`config.mk`:
```
export PLATFORM = sky130hd
export DESIGN_NAME = uart_bus_arbiter
export DESIGN_NICKNAME = d
export VERILOG_FILES = /design/src/rtl/uart_bus_arbiter.sv
export SDC_FILE = /design/constraint.sdc
export NUM_CORES = 1
export LEC_CHECK = 0
export ABC_AREA = 1
export CORE_MARGIN = 5
export CORE_UTILIZATION = 41
export DETAILED_ROUTE_END_ITERATION = 10
export PLACE_DENSITY = 0.68
export SYNTH_ARGS = -nofsm -noshare
export SYNTH_HDL_FRONTEND = slang
export SYNTH_SLANG_ARGS = --single-unit
```
`constraint.sdc`:
```
create_clock -name clock -period 2.15 [get_ports clock]
set_input_delay 0.215 -clock clock [delete_from_list [all_inputs] [get_ports clock]]
set_output_delay 0.215 -clock clock [all_outputs]
set_load 0.005 [all_outputs]
```
`src/rtl/uart_bus_arbiter.sv`:
```
// Round-robin owner of the shared UART TX/RX pair and checksum checker; resends the command on CRC error or RX timeout.
// Latency: ARB to tx_enable is 2 cycles with TX idle; done pulses one cycle after the accepted or final response.
// Backpressure: stalls in SEND while tx_active; req is level-held until done. ARB_PRIO0_EN gives requester 0 fixed priority.
module uart_bus_arbiter #(
    parameter int N_REQ     = 4,
    parameter int TIMEOUT   = 52080,
    parameter int MAX_RETRY = 2
) (
    input  logic                 clock,
    input  logic                 reset,
    input  logic [N_REQ-1:0]     req,
    input  logic [8*N_REQ-1:0]   req_data,
    output logic [N_REQ-1:0]     grant,
    output logic [N_REQ-1:0]     done,
    output logic [7:0]           resp_data,
    output logic                 resp_err,
    output logic [7:0]           tx_data,
    output logic                 tx_enable,
    input  logic                 tx_active,
    input  logic                 tx_done,
    input  logic [7:0]           rx_data,
    input  logic                 rx_done,
    input  logic                 checksum_ok,
    output logic [1:0]           status
);
    localparam int PW = (N_REQ > 1) ? $clog2(N_REQ) : 1;
    localparam int TW = $clog2(TIMEOUT + 1);
    localparam int RW = $clog2(MAX_RETRY + 2);

    typedef enum logic [2:0] {
        S_IDLE, S_ARB, S_SEND, S_WAIT_TX, S_WAIT_RX, S_RESP
    } state_t;

    state_t         state_q, state_d;
    logic [PW-1:0]  ptr_q, owner_q, sel_idx, cand;
    logic           sel_vld;
    logic [7:0]     cmd_q;
    logic [RW-1:0]  retry_q;
    logic [TW-1:0]  tmo_q;
    logic [1:0]     last_status_q;
    logic           rx_ok, attempt_fail, retry_left;

    assign rx_ok        = rx_done && checksum_ok;
    assign attempt_fail = (rx_done && !checksum_ok) || (!rx_done && tmo_q == TW'(TIMEOUT - 1));
    assign retry_left   = retry_q < RW'(MAX_RETRY);
    assign done         = (state_q == S_RESP) ? grant : '0;

    // Search starts one past the last owner so the previous winner goes to the back.
    always_comb begin
        sel_vld = 1'b0;
        sel_idx = '0;
        cand    = '0;
        for (int i = 1; i <= N_REQ; i++) begin
            cand = PW'((int'(ptr_q) + i) % N_REQ);
            if (!sel_vld && req[cand]) begin
                sel_vld = 1'b1;
                sel_idx = cand;
            end
        end
`ifdef ARB_PRIO0_EN
        if (req[0]) begin
            sel_vld = 1'b1;
            sel_idx = '0;
        end
`endif
    end

    always_ff @(posedge clock or negedge reset) begin
        if (!reset) state_q <= S_IDLE;
        else        state_q <= state_d;
    end

    always_comb begin
        state_d = state_q;
        status  = 2'd0;
        case (state_q)
            S_IDLE: begin
                status = last_status_q;
                if (|req) state_d = S_ARB;
            end
            S_ARB:     state_d = sel_vld ? S_SEND : S_IDLE;
            S_SEND:    if (!tx_active) state_d = S_WAIT_TX;
            S_WAIT_TX: if (tx_done) state_d = S_WAIT_RX;
            S_WAIT_RX: begin
                status = 2'd1;
                if (rx_ok)             state_d = S_RESP;
                else if (attempt_fail) state_d = retry_left ? S_SEND : S_RESP;
            end
            S_RESP: begin
                status  = {1'b1, resp_err};
                state_d = S_IDLE;
            end
            default: state_d = S_IDLE;
        endcase
    end

    always_ff @(posedge clock or negedge reset) begin
        if (!reset) begin
            ptr_q         <= PW'(N_REQ - 1);
            owner_q       <= '0;
            grant         <= '0;
            cmd_q         <= '0;
            retry_q       <= '0;
            tmo_q         <= '0;
            tx_enable     <= 1'b0;
            tx_data       <= '0;
            resp_data     <= '0;
            resp_err      <= 1'b0;
            last_status_q <= 2'd0;
        end else begin
            tx_enable <= 1'b0;
            case (state_q)
                S_ARB: if (sel_vld) begin
                    grant   <= N_REQ'(1) << sel_idx;
                    owner_q <= sel_idx;
                    cmd_q   <= req_data[8*sel_idx +: 8];
                end
                S_SEND: if (!tx_active) begin
                    tx_enable <= 1'b1;
                    tx_data   <= cmd_q;
                end
                S_WAIT_TX: if (tx_done) tmo_q <= '0;
                S_WAIT_RX: begin
                    tmo_q <= tmo_q + 1'b1;
                    if (rx_ok) begin
                        resp_data <= rx_data;
                        resp_err  <= 1'b0;
                    end else if (attempt_fail) begin
                        if (retry_left) begin
                            retry_q <= retry_q + 1'b1;
                        end else begin
                            resp_err  <= 1'b1;
                            resp_data <= rx_done ? rx_data : 8'h00;
                        end
                    end
                end
                S_RESP: begin
                    grant         <= '0;
                    retry_q       <= '0;
                    last_status_q <= {1'b1, resp_err};
`ifdef ARB_PRIO0_EN
                    // Requester 0 wins by priority, so it must not disturb the rotation.
                    if (owner_q != '0) ptr_q <= owner_q;
`else
                    ptr_q <= owner_q;
`endif
                end
                default: ;
            endcase
        end
    end
endmodule
```
Yosys cells after proc, flatten, opt, wreduce, memory -nomap -nowiden
Cells that the tools add are included.
Storage, ports and cells
  bits in registers: 57
  word-level logic and storage cells: 109
  input bits: 50
Cells by class
  multiplexer cells: 43
  add/sub/neg operators: 6
  eq/ne operators: 15
  shift-type cells: 2
  magnitude comparators: 5
  reductions and logical operators: 25
  bitwise logic cells: 1
Operator list (count)
  two-way mux 8 bit: 4
  case mux 16 bit (2 select lines): 1
  indexed part select 32 x 6 -> 8 bit: 1
  two-way mux 3 bit: 6
  adder 16 x 1 -> 16 bit, second input constant: 1
  equality test 16 bit, second input constant: 1
  two-way mux 16 bit: 1
  two-way mux 2 bit: 8
  inequality test 2 bit, second input constant: 8
  case mux 3 bit (5 select lines): 1
  two-way mux 1 bit: 13
  less-than comparator 2 x 3 -> 1 bit, second input constant: 4
  binary-select mux 1 bit (select 2 bit): 4
  two-way mux 4 bit: 2
  case mux 4 bit (2 select lines): 1
  AND reduction 2 bit: 4
  AND reduction 4 bit: 2
  nonzero test 2 bit: 4
  adder 2 x 1 -> 2 bit, second input constant: 3
  equality test 3 x 2 -> 1 bit, second input constant: 2
  equality test 3 bit, second input constant: 2
  logical AND 1 bit: 6
  case mux 2 bit (3 select lines): 1
  logical NOT 1 bit: 5
  other kinds (11): 12

Longest topological paths before layout
Gate-level depths: netlist (run 1).
  word-level depth: 16
  depth in mapped cells: 17
  depth with buffers taken out: 15

Least setup slack after synthesis (run 1)
Ideal clock, no wire load.
  path kind: register to register
  start: register ptr_q[0]
  end: register cmd_q[6]
  stages on the path, launching flop included: 18
  clock period less this slack: 1779 ps
  arrival: 1662 ps
  path buffers: 2
  setup slack: 371 ps
  path through: dfstp_2 buf_6 inv_6 nand2_1 nand2_2 nand2_1 nand2_2 inv_2 nand2_2 nand2_4 nand3_4 buf_8 nand2_2 nand2_1 nand2_1 nand2_1 nand2_1 nand2_1
Between the ends
  word-level cells in the longest chain between the ends: 14
RTL lines
  start, declared: line 35  | logic [PW-1:0] ptr_q, owner_q, sel_idx, cand;
  start signal, assigned: line 99  | ptr_q <= PW'(N_REQ - 1);
  start signal, assigned: line 145  | ptr_q <= owner_q;
  adder 2 x 1 -> 2 bit: line 54  | cand = PW'((int'(ptr_q) + i) % N_REQ);
  binary-select mux 1 bit (select 2 bit): line 55  | if (!sel_vld && req[cand]) begin
  two-way mux 1 bit (not written as such): line 55
  two-way mux 1 bit: line 55
  logical NOT 1 bit: line 55
  logical AND 1 bit: line 55
  two-way mux 1 bit: line 55
  logical NOT 1 bit: line 55
  logical AND 1 bit: line 55
  two-way mux 1 bit: line 55
  logical NOT 1 bit: line 55
  logical AND 1 bit: line 55
  two-way mux 2 bit / two-way mux 1 bit (equally long branches): line 55
  indexed part select 32 x 6 -> 8 bit / AND reduction 2 bit (equally long branches)
  end signal, assigned: line 116  | cmd_q <= req_data[8*sel_idx +: 8];
  end, declared: line 37  | logic [7:0] cmd_q;
Several ways; a longest one is shown, not always the timed one. The select of a mux whose other input is x is not followed.
A chain may end at the register's enable or synchronous reset.

Worst setup path after layout (run 1)
  start: register state_q[0]
  end: output port done[2]
Between the ends
  word-level cells in the longest chain between the ends: 2
RTL lines
  start, declared: line 34  | state_t state_q, state_d;
  start signal, assigned: line 70  | else state_q <= state_d;
  equality test 3 bit: line 46  | assign done = (state_q == S_RESP) ? grant : '0;
  two-way mux 4 bit: line 46
  end, declared: line 14  | output logic [N_REQ-1:0] done,
Every way passes these cells.

==> run_results.csv, run 1 <==
group,metric,value,unit
run_status,status,"complete, no violations",
final_layout,diodes,0,
logic_synthesis,synth_area_per_cell,7.52,µm²
hold_path,hold_class,"primary input to asynchronous set/reset pin",
detailed_routing,route.detailed.drc,0,
timing,report.final.hold_viol_count,0,
logic_synthesis,ys_top_cells_by_area,"dfrtp_1 (43%), nand2_1 (19%), nand2_2 (4.9%), nand3_1 (3.9%), nand4_1 (3.7%)",
floorplanning,die_w,98.4,µm
setup_path,cp.arrival,1.82,ns
floorplanning,ios,78,
logic_synthesis,syn_inst,426,
logic_synthesis,synth_top_cell_by_area,"dfrtp_1",
detailed_routing,drtIter0Drc,214,
clock_tree,tritoncts,"done",
clock_tree,h-tree-depth,3,
floorplanning,num_rows,32,
place,hpwl,6170,µm
clock_tree,cts_buffers,9,
place,post-place-ws,0.0640,ns
clock_tree,ctsLongestPathBuffers,2,
logic_synthesis,synth_warnings,0,
final_layout,final_cell_mix,"nand2_1 (161), clkdlybuf4s50_1 (75), dfrtp_1 (53)",
floorplanning,initial_core_util,41.9,%
final_layout,final_common_cell,"nand2_1",
clock_tree,cts_root_buf,"clkbuf_8",
floorplanning,core,7650,µm²
logic_synthesis,syn-cell-area,3200,µm²
final_layout,fill_cells,713,
power_and_ir_drop,ir_drop,0.720,mV
logic_synthesis,synth.distinct_cells,39,
detailed_routing,ant_nets,0,
timing,relSlewSlack,62.6,%
timing,setup_viol,0,
place,place_congestion,0.839,
detailed_routing,routed_wl,8280,µm
timing,skew,0.00476,ns
setup_path,worstRegToRegCells,15,
logic_synthesis,ys_seq_area_share,44.6,%
setup_path,r2r-start,"ptr_q[0]$_DFFE_PN1N_",
timing,period_needed,2.04,ns
clock_tree,clkSinkCount,57,
detailed_routing,wl_per_cell,13.3,µm
floorplanning,die_h,98.4,µm
floorplanning,die_area,9680,µm²
grt,grt-ovfl-total,0,
detailed_routing,viasPerCell,4.98,
timing,holdWs,0.342,ns
setup_path,reg2reg_to,"cmd_q[3]$_DFFE_PN0P_",
setup_path,cp_max_fo,8,
timing,finalWorstSetupSlack,0.115,ns
grt,grt_usage,17.5,%
setup_path,crit_required,1.93,ns
grt,grt_max_degree,41,
detailed_routing,first_pass_iters,5,
timing,worst_slew_pin_slew,0.557,ns
setup_path,r2r_slack,0.16,ns
logic_synthesis,yosys_register_bits,57,
setup_path,criticalPathCategory,"flip-flop to output pin",
timing,slew_violations,0,
final_layout,syn2layout_area_growth,36.9,%
setup_path,worstSetupStartpointType,"flip-flop",
grt,grt_pass1_wl,14000,µm
final_layout,nNetsFinal,569,
final_layout,drive_gt1_share,14.5,%
timing,max_freq,491,MHz
power_and_ir_drop,p_leak,2.11,nW
final_layout,utilization,57.3,%
logic_synthesis,syn-num-nets,477,
power_and_ir_drop,power_density,1410,nW/µm²
grt,antenna_found_initial,0,
clock_tree,clock_latency,0.34,ns
timing,period_share,94.7,%
setup_path,crit_path_end_kind,"output pin",
grt,grt_pass1_vias,2951,
detailed_routing,vias,3113,
timing,tns,0,ns
clock_tree,clkTransAtPathRegs,0.07,ns
flow_run,max-cap-violations,0,
logic_synthesis,yosys.area.top_type_share,43.0,%
place,numPortBuffers,77,
[flip-flops by register name, indices dropped and copies added (netlist names)]
name and count:
cmd_q 8, grant 4, last_status_q 2, owner_q 2, ptr_q 2, resp_data 8
resp_err 1, retry_q 2, state_q 3, tmo_q 16, tx_data 8, tx_enable 1
[layer usage]
layer	vias up	GRT usage (%)	routed length, µm
li1	1571	-	-
met1	1427	24.4	3800
met2	101	26.2	3740
met3	14	5.43	602
met4	0	5.25	142
met5	-	0	0
[area by class of cell]
cell class              instances  area [µm²]  area share [%]
flip-flops and latches         57        1430            32.7
multi-input cells             325        1570            35.9
inverters                      34         133            3.03
repair buffers                 91         888            20.3
well taps                     102         128            2.91
clock inverters                 5        77.6            1.77
clock buffers                  11         151            3.46
[report_power, final]
part | switching [W] | internal (W)
registers | 0.000269 | 0.00147
logic | 0.00195 | 0.00133
clock network | 0.000425 | 0.000711
[logic make-up (layout without fill, tap and decap cells)]
family | Yosys count | after routing | share of synthesized area [%]
buffers and inverters | 45 | 141 | 6.76
adders and majority gates | 1 | 1 | 0.391
DFF | 57 | 57 | 44.6
muxes | 2 | 2 | 0.625
xor gates and xnor gates | 1 | 1 | 0.274
and+or+nand+nor | 274 | 275 | 39.0
AOI/OAI and AO/OA | 46 | 46 | 8.36
[synth_stat cells]
| master | number |
|---|---|
| o21ai_0 | 21 |
| or2_2 | 2 |
| a21boi_2 | 1 |
| mux2i_1 | 2 |
| and2_1 | 1 |
| nand3b_1 | 1 |
| o211ai_1 | 2 |
| nor3_1 | 5 |
| ha_1 | 1 |
| nand4_1 | 19 |
| a22o_1 | 1 |
| nand2_4 | 2 |
| o21ai_1 | 3 |
| a41oi_1 | 1 |
| inv_2 | 2 |
| nor4_2 | 1 |
| nand3_1 | 25 |
| a21oi_1 | 12 |
| nand2_2 | 25 |
| nand3_4 | 2 |
| nand2_1 | 161 |
| inv_6 | 1 |
| a21oi_4 | 1 |
| dfstp_2 | 2 |
| nor2_1 | 28 |
| o21ai_2 | 1 |
| a31oi_1 | 1 |
| clkinv_1 | 1 |
| buf_8 | 1 |
| dfrtp_1 | 55 |
| xor2_1 | 1 |
| inv_1 | 30 |
| nor4_1 | 1 |
| buf_4 | 2 |
| buf_2 | 1 |
| nor3_2 | 1 |
| buf_6 | 3 |
| clkbuf_1 | 4 |
| o22ai_1 | 2 |
[worst max-delay path: stages (launching register included)]
cell             delay [ns]
dfrtp_1                0.40
inv_1                  0.11
nor3_4                 0.24
inv_2                  0.12
nor2_1                 0.11
clkdlybuf4s50_1        0.51
[how the worst max path moves through the flow]
| stage | startpoint | to | slack [ns] | cells after the start |
|---|---|---|---|---|
| floorplan | ptr_q[0]$_DFFE_PN1N_ | cmd_q[6]$_DFFE_PN0P_ | 0.37 | 17 |
| global placement | req[3] | cmd_q[1]$_DFFE_PN0P_ | 0.12 | 14 |
| CTS | state_q[1]$_DFFE_PN0P_ | status[0] | 0.04 | 6 |
| finish | state_q[0]$_DFFE_PN0P_ | done[2] | 0.11 | 5 |
| detailed placement | req[3] | cmd_q[1]$_DFFE_PN0P_ | 0.06 | 14 |
| global route | state_q[0]$_DFFE_PN0P_ | done[1] | -0.007 | 5 |
[timing repair]
| item | CTS | global route |
|---|---|---|
| cloned | 0 | 1 |
| endpoints found under the hold margin | 17 | 0 |
| resized for setup | 2 | 5 |
| endpoints found under the setup margin | 5 | 14 |
| hold buffers | 1 | 0 |
| setup buffers | 0 | 2 |
| pin swaps | 0 | 1 |
[through the flow]
step / instances / total power [W] / cell area, µm²
3_3_place_gp: 605 / 0.00494 / 4110
6_report: 625 / 0.00616 / 4380
4_1_cts: 622 / 0.00616 / 4350
5_1_grt: 625 / 0.00674 / 4380
2_1_floorplan: 426 / 0.00412 / 3200
3_5_place_dp: 605 / 0.00499 / 4110
Note: power is estimated with default switching activity, not from simulation.
==> run 2: changes to the inputs <==
Settings changed: CORE_UTILIZATION 41 to 50, PLACE_DENSITY 0.68 to 0.81.
==> run_results.csv, run 2 (same netlist as run 1, synthesis figures left out) <==
group,metric,value,unit
clock_tree,ctsLongestPathBuffers,2,
setup_path,crit_family,"buffers and inverters",
timing,relSlewSlack,43.9,%
place,place_congestion,0.966,
setup_path,crit_chain,"inv_1, nor3_4, inv_2, nor2_1, clkdlybuf4s50_1",
timing,period_needed,2.03,ns
floorplanning,die_h,90.0,µm
grt,antenna_found_initial,0,
timing,max_freq,492,MHz
setup_path,reg2reg_to,"cmd_q[2]$_DFFE_PN0P_",
clock_tree,h-tree-depth,3,
setup_path,worstSetupStartpointType,"flip-flop",
detailed_routing,wl_per_cell,14.2,µm
final_layout,largest_reg_flops,16,
final_layout,syn2layout_area_growth,34.6,%
timing,report.final.hold_viol_count,35,
final_layout,drive_gt1_share,15.0,%
floorplanning,num_rows,29,
clock_tree,postCtsHoldBufs,0,
clock_tree,cts_buffers,9,
setup_path,r2r_slack,0.13,ns
detailed_routing,drtIter0Drc,212,
power_and_ir_drop,p_leak,2.09,nW
setup_path,r2r-start,"ptr_q[0]$_DFFE_PN1N_",
clock_tree,clkSinkCount,57,
grt,grt_max_degree,40,
detailed_routing,first_pass_iters,5,
grt,grt_pass1_wl,14800,µm
floorplanning,ios,78,
detailed_routing,routed_wl,8560,µm
place,hpwl,6430,µm
run_status,status,"finished with violations",
detailed_routing,route.detailed.drc,0,
clock_tree,tritoncts,"done",
setup_path,critPathBufInv,3,
setup_path,crit_slowest_cell,"clkdlybuf4s50_1",
timing,holdWs,-0.0164,ns
place,place_inst,583,
final_layout,diodes,0,
floorplanning,die_w,90.0,µm
power_and_ir_drop,total_power,0.00603,W
detailed_routing,viasPerCell,5.33,
grt,grt_usage,21.7,%
power_and_ir_drop,power_density,1400,nW/µm²
setup_path,cp.arrival,1.82,ns
timing,tns,0,ns
clock_tree,cts_root_buf,"clkbuf_8",
hold_path,hold_class,"primary input to asynchronous set/reset pin",
setup_path,crit_required,1.93,ns
setup_path,criticalPathCategory,"flip-flop to output pin",
timing,skew,0.00622,ns
final_layout,top_register,"tmo_q",
clock_tree,clock_latency,0.33,ns
flow_run,max-cap-violations,0,
detailed_routing,vias,3215,
timing,worst_slew_pin_slew,0.841,ns
timing,slew_violations,0,
place,numPortBuffers,77,
setup_path,cp_max_fo,8,
clock_tree,clkTransAtPathRegs,0.07,ns
run_status,violations,"hold timing",
final_layout,final_cell_mix,"nand2_1 (161), clkdlybuf4s50_1 (75), dfrtp_1 (53)",
grt,grt_pass1_vias,3247,
grt,grt-ovfl-total,0,
final_layout,fin_cells,603,
setup_path,worstRegToRegCells,14,
setup_path,slowest_delay,0.52,ns
final_layout,final_common_cell,"nand2_1",
floorplanning,core,6280,µm²
detailed_routing,ant_nets,0,
timing,period_share,94.6,%
setup_path,crit_path_end_kind,"output pin",
floorplanning,initial_core_util,51.0,%
final_layout,nNetsFinal,572,
floorplanning,die_area,8100,µm²
power_and_ir_drop,ir_drop,0.811,mV
timing,setup_viol,0,
==> run 2: layout make-up <==
cell class / count / area (µm²)
clock buffer: 9 / 124
clock inverter: 7 / 46.3
fill: 500 / 1970
inverter: 34 / 133
multi-input combinational: 325 / 1580
sequential: 57 / 1430
tap: 77 / 96.3
timing repair buffer: 94 / 900
==> run 2: metrics by stage <==
step	setup slack [ns]	area (µm²)	utilization [%]
2_1_floorplan	0.371	3200	-
3_3_place_gp	0.0951	4090	65.1
3_5_place_dp	0.0318	4090	65.1
4_1_cts	0.00316	4270	68.0
5_1_grt	-0.00290	4310	68.7
6_report	0.116	4310	68.7
==> run 2: how the worst max path moves through the flow <==
stage / from / end / depth (start not counted)
after floorplan: ptr_q[0]$_DFFE_PN1N_ / cmd_q[6]$_DFFE_PN0P_ / 17
after global placement: req[3] / cmd_q[3]$_DFFE_PN0P_ / 14
after detailed placement: ptr_q[0]$_DFFE_PN1N_ / cmd_q[2]$_DFFE_PN0P_ / 15
after CTS: state_q[0]$_DFFE_PN0P_ / status[0] / 6
after global routing: ptr_q[0]$_DFFE_PN1N_ / cmd_q[2]$_DFFE_PN0P_ / 14
final: state_q[0]$_DFFE_PN0P_ / done[3] / 5
==> run 2: what timing repair did <==
item | in CTS | in global routing
buffers inserted | 1 | 2
endpoints found under the setup margin | 6 | 15
cloned | 0 | 1
gates resized for setup | 2 | 6
pin swaps | 1 | 2
==> run 2: metal layers <==
metal	vias up	global-route usage, %	routed length, µm	share of wire, %
met4	0	7.07	176	2.1
li1	1579	-	-	-
met5	-	0	0	0
met3	18	5.09	537	6.3
met1	1495	27.0	3690	43
met2	123	37.1	4160	49
==> run 2: power by group <==
group	switching [W]	leakage [nW]	internal, W
Combinational	0.00202	1.27	0.00138
Sequential	0.000293	0.737	0.00147
Clock	0.000454	0.0814	0.000414
